--- src/rtl/rxfifo_pkg.sv ---
// rtl/rxfifo_pkg.sv - shared constants and helpers for the receive FIFO
//
// Holds the default configuration of rxfifo_param, a constant-foldable
// ceiling-log2 helper, and the width of the rx_level count.

package rxfifo_pkg;

    localparam int DEF_DATA_W      = 8;
    localparam int DEF_DEPTH       = 4;
    localparam int DEF_RX_THRESH   = 2;
    localparam int DEF_TIMEOUT_CYC = 32;

    // Idle counter width; covers the full 2..65535 timeout range.
    localparam int TMO_CNT_W = 16;

    function automatic int clog2(input int value);
        int result;
        int v;
        result = 0;
        v      = value - 1;
        while (v > 0) begin
            result = result + 1;
            v      = v >> 1;
        end
        return result;
    endfunction

    // rx_level must represent 0..DEPTH inclusive, hence the extra bit.
    function automatic int level_w(input int depth);
        return clog2(depth) + 1;
    endfunction

endpackage

--- src/rtl/rxfifo_timeout.sv ---
// rtl/rxfifo_timeout.sv - idle counter raising the receive-timeout interrupt
//
// Ports:
//   clk_i      clock, rising edge
//   rst_i      asynchronous active-high reset
//   nonempty_i FIFO holds at least one entry
//   activity_i a push or pop completes this cycle
//   tmo_o      counter has reached TIMEOUT_CYC
// The counter saturates at TIMEOUT_CYC so tmo_o holds until activity,
// emptiness or reset returns it to zero.

module rxfifo_timeout
    import rxfifo_pkg::*;
#(
    parameter int TIMEOUT_CYC = DEF_TIMEOUT_CYC
) (
    input  logic clk_i,
    input  logic rst_i,
    input  logic nonempty_i,
    input  logic activity_i,
    output logic tmo_o
);

    localparam logic [TMO_CNT_W-1:0] LIMIT = TMO_CNT_W'(TIMEOUT_CYC);

    logic [TMO_CNT_W-1:0] cnt_q;
    logic [TMO_CNT_W-1:0] cnt_d;

    always_comb begin
        cnt_d = cnt_q;
        if (activity_i || !nonempty_i) begin
            cnt_d = '0;
        end else if (cnt_q != LIMIT) begin
            cnt_d = cnt_q + TMO_CNT_W'(1);
        end
    end

    always_ff @(posedge clk_i or posedge rst_i) begin
        if (rst_i) begin
            cnt_q <= '0;
        end else begin
            cnt_q <= cnt_d;
        end
    end

    assign tmo_o = (cnt_q == LIMIT);

endmodule

--- src/rtl/rxfifo_param.sv ---
// rtl/rxfifo_param.sv - parameterised receive FIFO with level, overrun and timeout interrupts
//
// Ports:
//   PCLK        sole clock, rising edge
//   CLEAR       asynchronous active-high reset
//   PSEL/PWRITE bus select/direction; PSEL & ~PWRITE requests a pop
//   RxData      receive data, captured when rx_ready is high
//   rx_ready    single-cycle push strobe
//   ror_clr     clears the sticky overrun flag
//   PRDATA      registered popped data
//   SSPRXINTR   rx_level >= RX_THRESH
//   SSPRORINTR  sticky overrun
//   SSPRTINTR   receive timeout (only when RXFIFO_TIMEOUT_EN is defined, else 0)
//   rx_empty, rx_full, rx_level  occupancy status
// Build option: define RXFIFO_TIMEOUT_EN to include the idle-timeout counter.

module rxfifo_param
    import rxfifo_pkg::*;
#(
    parameter int DATA_W      = DEF_DATA_W,
    parameter int DEPTH       = DEF_DEPTH,
    parameter int RX_THRESH   = DEF_RX_THRESH,
    parameter int TIMEOUT_CYC = DEF_TIMEOUT_CYC
) (
    input  logic                      PCLK,
    input  logic                      CLEAR,
    input  logic                      PSEL,
    input  logic                      PWRITE,
    input  logic [DATA_W-1:0]         RxData,
    input  logic                      rx_ready,
    input  logic                      ror_clr,
    output logic [DATA_W-1:0]         PRDATA,
    output logic                      SSPRXINTR,
    output logic                      SSPRORINTR,
    output logic                      SSPRTINTR,
    output logic                      rx_empty,
    output logic                      rx_full,
    output logic [level_w(DEPTH)-1:0] rx_level
);

    localparam int PTR_W = clog2(DEPTH);
    localparam int LVL_W = level_w(DEPTH);

    logic [DATA_W-1:0] mem_q [DEPTH];
    logic [PTR_W-1:0]  wr_ptr_q, wr_ptr_d;
    logic [PTR_W-1:0]  rd_ptr_q, rd_ptr_d;
    logic [LVL_W-1:0]  level_q, level_d;
    logic [DATA_W-1:0] prdata_q, prdata_d;
    logic              ror_q, ror_d;

    logic empty, full, pop, push, overrun;

    assign empty   = (level_q == '0);
    assign full    = (level_q == LVL_W'(DEPTH));
    assign pop     = PSEL && !PWRITE && !empty;
    // A pop in the same cycle frees the slot, so a full FIFO still accepts.
    assign push    = rx_ready && (!full || pop);
    assign overrun = rx_ready && full && !pop;

    always_comb begin
        wr_ptr_d = wr_ptr_q;
        rd_ptr_d = rd_ptr_q;
        level_d  = level_q;
        prdata_d = prdata_q;
        ror_d    = ror_q;
        if (push) begin
            wr_ptr_d = wr_ptr_q + PTR_W'(1);
        end
        if (pop) begin
            rd_ptr_d = rd_ptr_q + PTR_W'(1);
            prdata_d = mem_q[rd_ptr_q];
        end
        case ({push, pop})
            2'b10:   level_d = level_q + LVL_W'(1);
            2'b01:   level_d = level_q - LVL_W'(1);
            default: level_d = level_q;
        endcase
        // Set has priority over clear.
        if (overrun) begin
            ror_d = 1'b1;
        end else if (ror_clr) begin
            ror_d = 1'b0;
        end
    end

    always_ff @(posedge PCLK or posedge CLEAR) begin
        if (CLEAR) begin
            wr_ptr_q <= '0;
            rd_ptr_q <= '0;
            level_q  <= '0;
            prdata_q <= '0;
            ror_q    <= 1'b0;
        end else begin
            wr_ptr_q <= wr_ptr_d;
            rd_ptr_q <= rd_ptr_d;
            level_q  <= level_d;
            prdata_q <= prdata_d;
            ror_q    <= ror_d;
        end
    end

    // Storage is not reset; stale contents are unreachable once level is 0.
    always_ff @(posedge PCLK) begin
        if (push) begin
            mem_q[wr_ptr_q] <= RxData;
        end
    end

`ifdef RXFIFO_TIMEOUT_EN
    rxfifo_timeout #(
        .TIMEOUT_CYC (TIMEOUT_CYC)
    ) u_timeout (
        .clk_i      (PCLK),
        .rst_i      (CLEAR),
        .nonempty_i (!empty),
        .activity_i (push || pop),
        .tmo_o      (SSPRTINTR)
    );
`else
    assign SSPRTINTR = 1'b0;
`endif

    assign PRDATA     = prdata_q;
    assign SSPRXINTR  = (level_q >= LVL_W'(RX_THRESH));
    assign SSPRORINTR = ror_q;
    assign rx_empty   = empty;
    assign rx_full    = full;
    assign rx_level   = level_q;

endmodule

--- config.mk ---
export PLATFORM = sky130hd
export DESIGN_NAME = rxfifo_param
export DESIGN_NICKNAME = d
export VERILOG_FILES = /design/src/rtl/rxfifo_pkg.sv /design/src/rtl/rxfifo_timeout.sv /design/src/rtl/rxfifo_param.sv
export SDC_FILE = /design/constraint.sdc
export NUM_CORES = 1
export LEC_CHECK = 0
export ABC_AREA = 1
export CAP_MARGIN = 25
export CORE_ASPECT_RATIO = 1.4
export CORE_MARGIN = 1.5
export CORE_UTILIZATION = 57
export CTS_CLUSTER_SIZE = 16
export DETAILED_ROUTE_END_ITERATION = 8
export GPL_TIMING_DRIVEN = 0
export PLACE_DENSITY = 0.95
export SYNTH_ARGS = -nofsm -noshare
export SYNTH_HDL_FRONTEND = slang
export SYNTH_HIERARCHICAL = 1
export SYNTH_SLANG_ARGS = --single-unit
--- constraint.sdc ---
create_clock -name PCLK -period 2.8 [get_ports PCLK]
set_input_delay 0.56 -clock PCLK [delete_from_list [all_inputs] [get_ports PCLK]]
set_output_delay 0.56 -clock PCLK [all_outputs]
set_load 0.01 [all_outputs]
==> results.yml, run 1 <==
synthesis:
  ys.flop_type: "edfxtp_1"
  ys_top_cells_by_area: "edfxtp_1, dfrtp_1, nor2_1"
  syn_inst: 176
  synth_top_area_frac: 0.469
  yosysWarnings: 6
  yosys.cell_types.count: 26
  ys_seq_elements: 48
  yosys.cell_count.top_type: "nor2_1"
  yosysSeqAreaShare: 0.665
  synth.largest_area_cell: "edfxtp_1"
  syn_area_per_cell_sq_um: 11.6
  syn_nets: 195
  async_flop_share: 0.333
  ys_top_cells_by_count: "nor2_1, edfxtp_1, inv_1, dfrtp_1, o21ai_0"
  syn_area_sq_mm: 0.00205
  synth_edf_count: 32
clock_tree:
  clockRootBuffer: "clkbuf_8"
  htreeDepth: 2
  cts_tree: "done"
  cts_buffer_depth: 2
  clkLatencyLatePin_ns: 0.31
  cts_setup_buffers: 0
  ctsResizeCount: 0
  cts_made_buffers: 5
  path_clk_slew_ns: 0.08
  cts_sinks: 48
  cts_hold_buffers: 0
placement:
  finalWeightedCongestion: 0.734
  portBuffers: 28
  place_hpwl_um: 2600
  place_area_sq_mm: 0.00238
finish:
  final_util: 0.730
  diodes: 0
  multi_input_area_sq_um: 561
  num-fill-cells: 228
  area_growth_pct: 21.6
  register_area_sq_mm: 0.00136
  final_cell_area_sq_mm: 0.00249
  fin_nets: 230
  drive_gt1_frac: 0.123
timing:
  fmax_ghz: 0.459
  rsz0062_at_grt: "false"
  timing.final.hold_violations: 0
  maxSlewViolCount: 0
  finalCritPeriodShare: 0.778
  setup-violations-final: 0
  skew_ns: 0.00686
  slew_headroom: 0.431
  timing.hold.ws_ns: 0.527
  tns_ns: 0
  tightestPinTransition_ns: 0.851
  fin_crit_ns: 2.18
power:
  powerDensity_mw_per_mm2: 997
  peakVddDrop_mv: 0.724
  p_total_w: 0.00248
  p_leak_nw: 0.999
route:
  wl_um: 3640
  avgRoutedWirePerCell_um: 14.4
  drc_errors: 0
  antenna_left: 0
  via_per_inst: 5.25
  firstDrtPassIters: 6
  vias: 1324
  drt_iter0_drc: 39
global_route:
  grt_pass1_vias: 1251
  grt.overflow.total: 0
  grt_use_total: 0.220
  antenna_found_initial: 0
  grt_max_degree: 17
  grt_pass1_wl_um: 5860
min_path:
  hold_path_class: "register to register"
  hold_start: "SSPRORINTR"
worst_setup_path:
  r2r-start: "rx_level[0]"
  endpoint_kind: "primary output"
  worstSetupStartpoint: "rx_level[0]"
  criticalPathCategory: "register to primary output"
  cp_data_required_time_ns: 2.24
  critPathMaxFanout: 4
  critPathArrivalTime_ns: 1.62
  setup.worst_path.start_class: "register"
floorplan:
  io_pins: 30
  fp-row-count: 25
  die_y_um: 73.9
  die_area_sq_mm: 0.00396
  core_area_sq_mm: 0.00341
  initial_utilization: 0.600
  dieWidth_um: 53.6
flow_run:
  cap_viol_max_count: 0
status:
  status: "finished, final reports clean"
final timing paths:
| path | endpoint | slack [ns] | cells after the start |
|---|---|---|---|
| setup / recovery | rx_full | 0.62 | 4 |
| hold / removal | SSPRORINTR | 0.53 | 2 |
| setup reg to reg | mem_q[1][6] | 1.03 | 4 |
| hold reg to reg | SSPRORINTR | 0.53 | 2 |
| max in group asynchronous | wr_ptr_q[0] | 1.79 | 2 |
| min in group asynchronous | PRDATA[7] | 0.61 | 2 |
power by group:
part           internal [W]  switching, W  total [W]  leakage, nW
logic              0.000401      0.000519   0.000919        0.471
registers          0.000970      0.000104    0.00107        0.474
clock network      0.000264      0.000225   0.000489       0.0541
worst max-delay path, stage by stage, from the launching register on:
cell             delay [ns]
dfrtp_1                0.44
nor2_4                 0.16
nand2_2                0.11
inv_1                  0.07
clkdlybuf4s50_1        0.52
layout make-up:
cell class                 count  area share
clock inverter                 3      0.0171
tap                           40      0.0201
inverter                      20      0.0312
clock buffer                   5      0.0277
buffer                         6      0.0191
sequential                    48       0.547
timing repair buffer          28       0.113
multi-input combinational    102       0.225
metrics by stage:
| stage | cells | setup slack, ns |
|---|---|---|
| 6_report | 252 | 0.622 |
| 4_1_cts | 252 | 0.601 |
| 5_1_grt | 252 | 0.550 |
| 3_5_place_dp | 244 | 0.334 |
| 2_1_floorplan | 176 | 1.07 |
| 3_3_place_gp | 244 | 0.418 |
layer usage:
metal / vias up / track usage / wire, um
met3: 6 / 0.0630 / 200
met5: - / 0 / 0
met4: 0 / 0.0997 / 73
met1: 626 / 0.266 / 1360
met2: 42 / 0.362 / 2010
li1: 650 / - / -
sequential cells by signal, indices dropped and copies added, names as in the netlist:
signal	cells
mem_q	32
PRDATA	8
rd_ptr_q	2
rx_level	3
wr_ptr_q	2
SSPRORINTR	1
layout by cell type, fill, tap and decap left out, types with 2 or more instances in the layout:
cell and count:
clkdlybuf4s50_1 28, xor2_1 3, a31oi_1 8, nand2_2 2
o21ai_0 16, nand3_2 2, clkbuf_8 5, ha_1 4
nor2_1 49, a21oi_1 2, inv_1 17, nand2_1 6
edfxtp_1 32, dfrtp_1 16, nor2_4 2, inv_2 2
nand2_4 2, buf_4 3
cells by family (layout without fill, tap and decap cells):
| group | Yosys count | in the layout | share of synthesized area |
|---|---|---|---|
| xor+xnor | 3 | 3 | 0.0128 |
| simple gates | 65 | 65 | 0.144 |
| compound gates | 28 | 28 | 0.0807 |
| other cells | 1 | 1 | 0.00183 |
| flops | 48 | 48 | 0.665 |
| fa+ha+maj | 5 | 5 | 0.0342 |
| buf+inv | 26 | 62 | 0.0611 |
Power figures use the tool's default switching activity.
==> run 2: changes to the inputs <==
--- a/config.mk
+++ b/config.mk
@@ -9,11 +9,11 @@
 export CAP_MARGIN = 25
 export CORE_ASPECT_RATIO = 1.4
 export CORE_MARGIN = 1.5
-export CORE_UTILIZATION = 57
+export CORE_UTILIZATION = 53
 export CTS_CLUSTER_SIZE = 16
 export DETAILED_ROUTE_END_ITERATION = 8
 export GPL_TIMING_DRIVEN = 0
-export PLACE_DENSITY = 0.95
+export PLACE_DENSITY = 0.9
 export SYNTH_ARGS = -nofsm -noshare
 export SYNTH_HDL_FRONTEND = slang
 export SYNTH_HIERARCHICAL = 1
==> constraint.sdc (replaced) <==
create_clock -name PCLK -period 2.1 [get_ports PCLK]
set_input_delay 0.42 -clock PCLK [delete_from_list [all_inputs] [get_ports PCLK]]
set_output_delay 0.42 -clock PCLK [all_outputs]
set_load 0.01 [all_outputs]
==> run 2 against run 1 <==
  * Worst setup slack worse by 0.57 ns
  * Design area is 0.60% higher
  * Routed wire length is 8.7% higher
  * Critical path type unchanged
  * Largest cell class unchanged
==> results.yml, run 2 (synthesis gave the netlist of run 1 again) <==
placement:
  place_hpwl_um: 2700
  dp.cells: 246
  finalWeightedCongestion: 0.809
  portBuffers: 28
clock_tree:
  clockRootBuffer: "clkbuf_8"
  cts_tree: "done"
  cts_sinks: 48
  cts_hold_buffers: 0
  cts_buffer_depth: 2
  path_clk_slew_ns: 0.09
  htreeDepth: 2
  clkLatencyLatePin_ns: 0.30
  cts_made_buffers: 5
floorplan:
  fp-row-count: 26
  die_area_sq_mm: 0.00425
  core_area_sq_mm: 0.00368
  initial_utilization: 0.557
  io_pins: 30
  die_y_um: 76.5
  dieWidth_um: 55.5
finish:
  diodes: 0
  largest_register: "mem_q"
  final_util: 0.681
  num-fill-cells: 265
  multi_input_area_sq_um: 561
  final_cell_mix: "nor2_1, edfxtp_1, clkdlybuf4s50_1"
  area_growth_pct: 22.3
  drive_gt1_frac: 0.131
  register_area_sq_mm: 0.00136
  layout_commonest_cell: "nor2_1"
  largest_reg_flops: 32
  fin_nets: 232
  layout.cells.non_filler: 256
route:
  via_per_inst: 5.46
  firstDrtPassIters: 4
  vias: 1397
  drt_iter0_drc: 58
  drc_errors: 0
  avgRoutedWirePerCell_um: 15.5
  antenna_left: 0
  wl_um: 3960
worst_setup_path:
  crit_family: "buffers and inverters"
  crit_path_cell_trace: "nor2_4, nand2_2, inv_1, clkdlybuf4s50_1"
  worst_path_max_delay_cell: "clkdlybuf4s50_1"
  critPathArrivalTime_ns: 1.63
  slowest_delay_ns: 0.53
  endpoint_kind: "primary output"
  criticalPathCategory: "register to primary output"
  setup.worst_path.start_class: "register"
  critPathBufInv: 2
  cp_data_required_time_ns: 1.68
  critPathMaxFanout: 4
timing:
  slew_headroom: 0.434
  timing.final.hold_violations: 0
  fin_crit_ns: 2.05
  fmax_ghz: 0.489
  skew_ns: 0.00867
  tns_ns: 0
  timing.hold.ws_ns: 0.493
  setup-violations-final: 0
  finalCritPeriodShare: 0.974
  maxSlewViolCount: 0
  tightestPinTransition_ns: 0.846
power:
  p_total_w: 0.00337
  powerDensity_mw_per_mm2: 1350
  p_leak_nw: 1.01
  peakVddDrop_mv: 0.882
global_route:
  grt_use_total: 0.195
  grt.overflow.total: 0
  grt_max_degree: 17
  grt_pass1_vias: 1345
  antenna_found_initial: 0
  grt_pass1_wl_um: 6190
flow_run:
  cap_viol_max_count: 0
status:
  status: "finished, final reports clean"
min_path:
  hold_path_class: "input pin to asynchronous set/reset pin"
run 2: report_power, final:
part           switching (W)  internal [W]  total (W)
clock               0.000302      0.000353   0.000655
sequential          0.000130       0.00130    0.00143
combinational       0.000729      0.000559    0.00129
total                0.00116       0.00221    0.00337
run 2: layer usage:
metal / routed length, um / up-vias / track usage
li1: - / 653 / -
met1: 1510 / 673 / 0.207
met2: 2100 / 62 / 0.348
met3: 238 / 9 / 0.0526
met4: 108 / 0 / 0.0976
met5: 0 / - / 0
run 2: final cells by class:
class | count | area share
multi-input combinational | 102 | 0.224
inverter | 20 | 0.0310
tap | 42 | 0.0210
sequential | 48 | 0.544
buffer | 6 | 0.0190
clock buffer | 6 | 0.0290
timing repair buffer | 30 | 0.118
clock inverter | 2 | 0.0140
run 2: path summary, 6_finish.rpt:
check                            start          end  slack [ns]  depth (start not counted)
max                        rx_level[1]      rx_full        0.05                          4
min                              CLEAR    PRDATA[5]        0.49                          2
max reg2reg                rx_level[1]  mem_q[2][4]        0.32                          4
min reg2reg                 SSPRORINTR   SSPRORINTR        0.54                          2
max in group asynchronous        CLEAR  rx_level[0]        1.16                          2
min in group PCLK           SSPRORINTR   SSPRORINTR        0.54                          2
run 2: through the flow:
step | area [sq um] | worst slack (ns)
3_5_place_dp | 2380 | -0.222
4_1_cts | 2490 | 0.00891
2_1_floorplan | 2050 | 0.513
5_1_grt | 2500 | -0.000175
3_3_place_gp | 2380 | -0.165
6_report | 2500 | 0.0538
run 2: timing repair:
action                                  CTS  global route
endpoints found under the setup margin    0             1
setup buffers                             0             2
resized for setup                         0             1
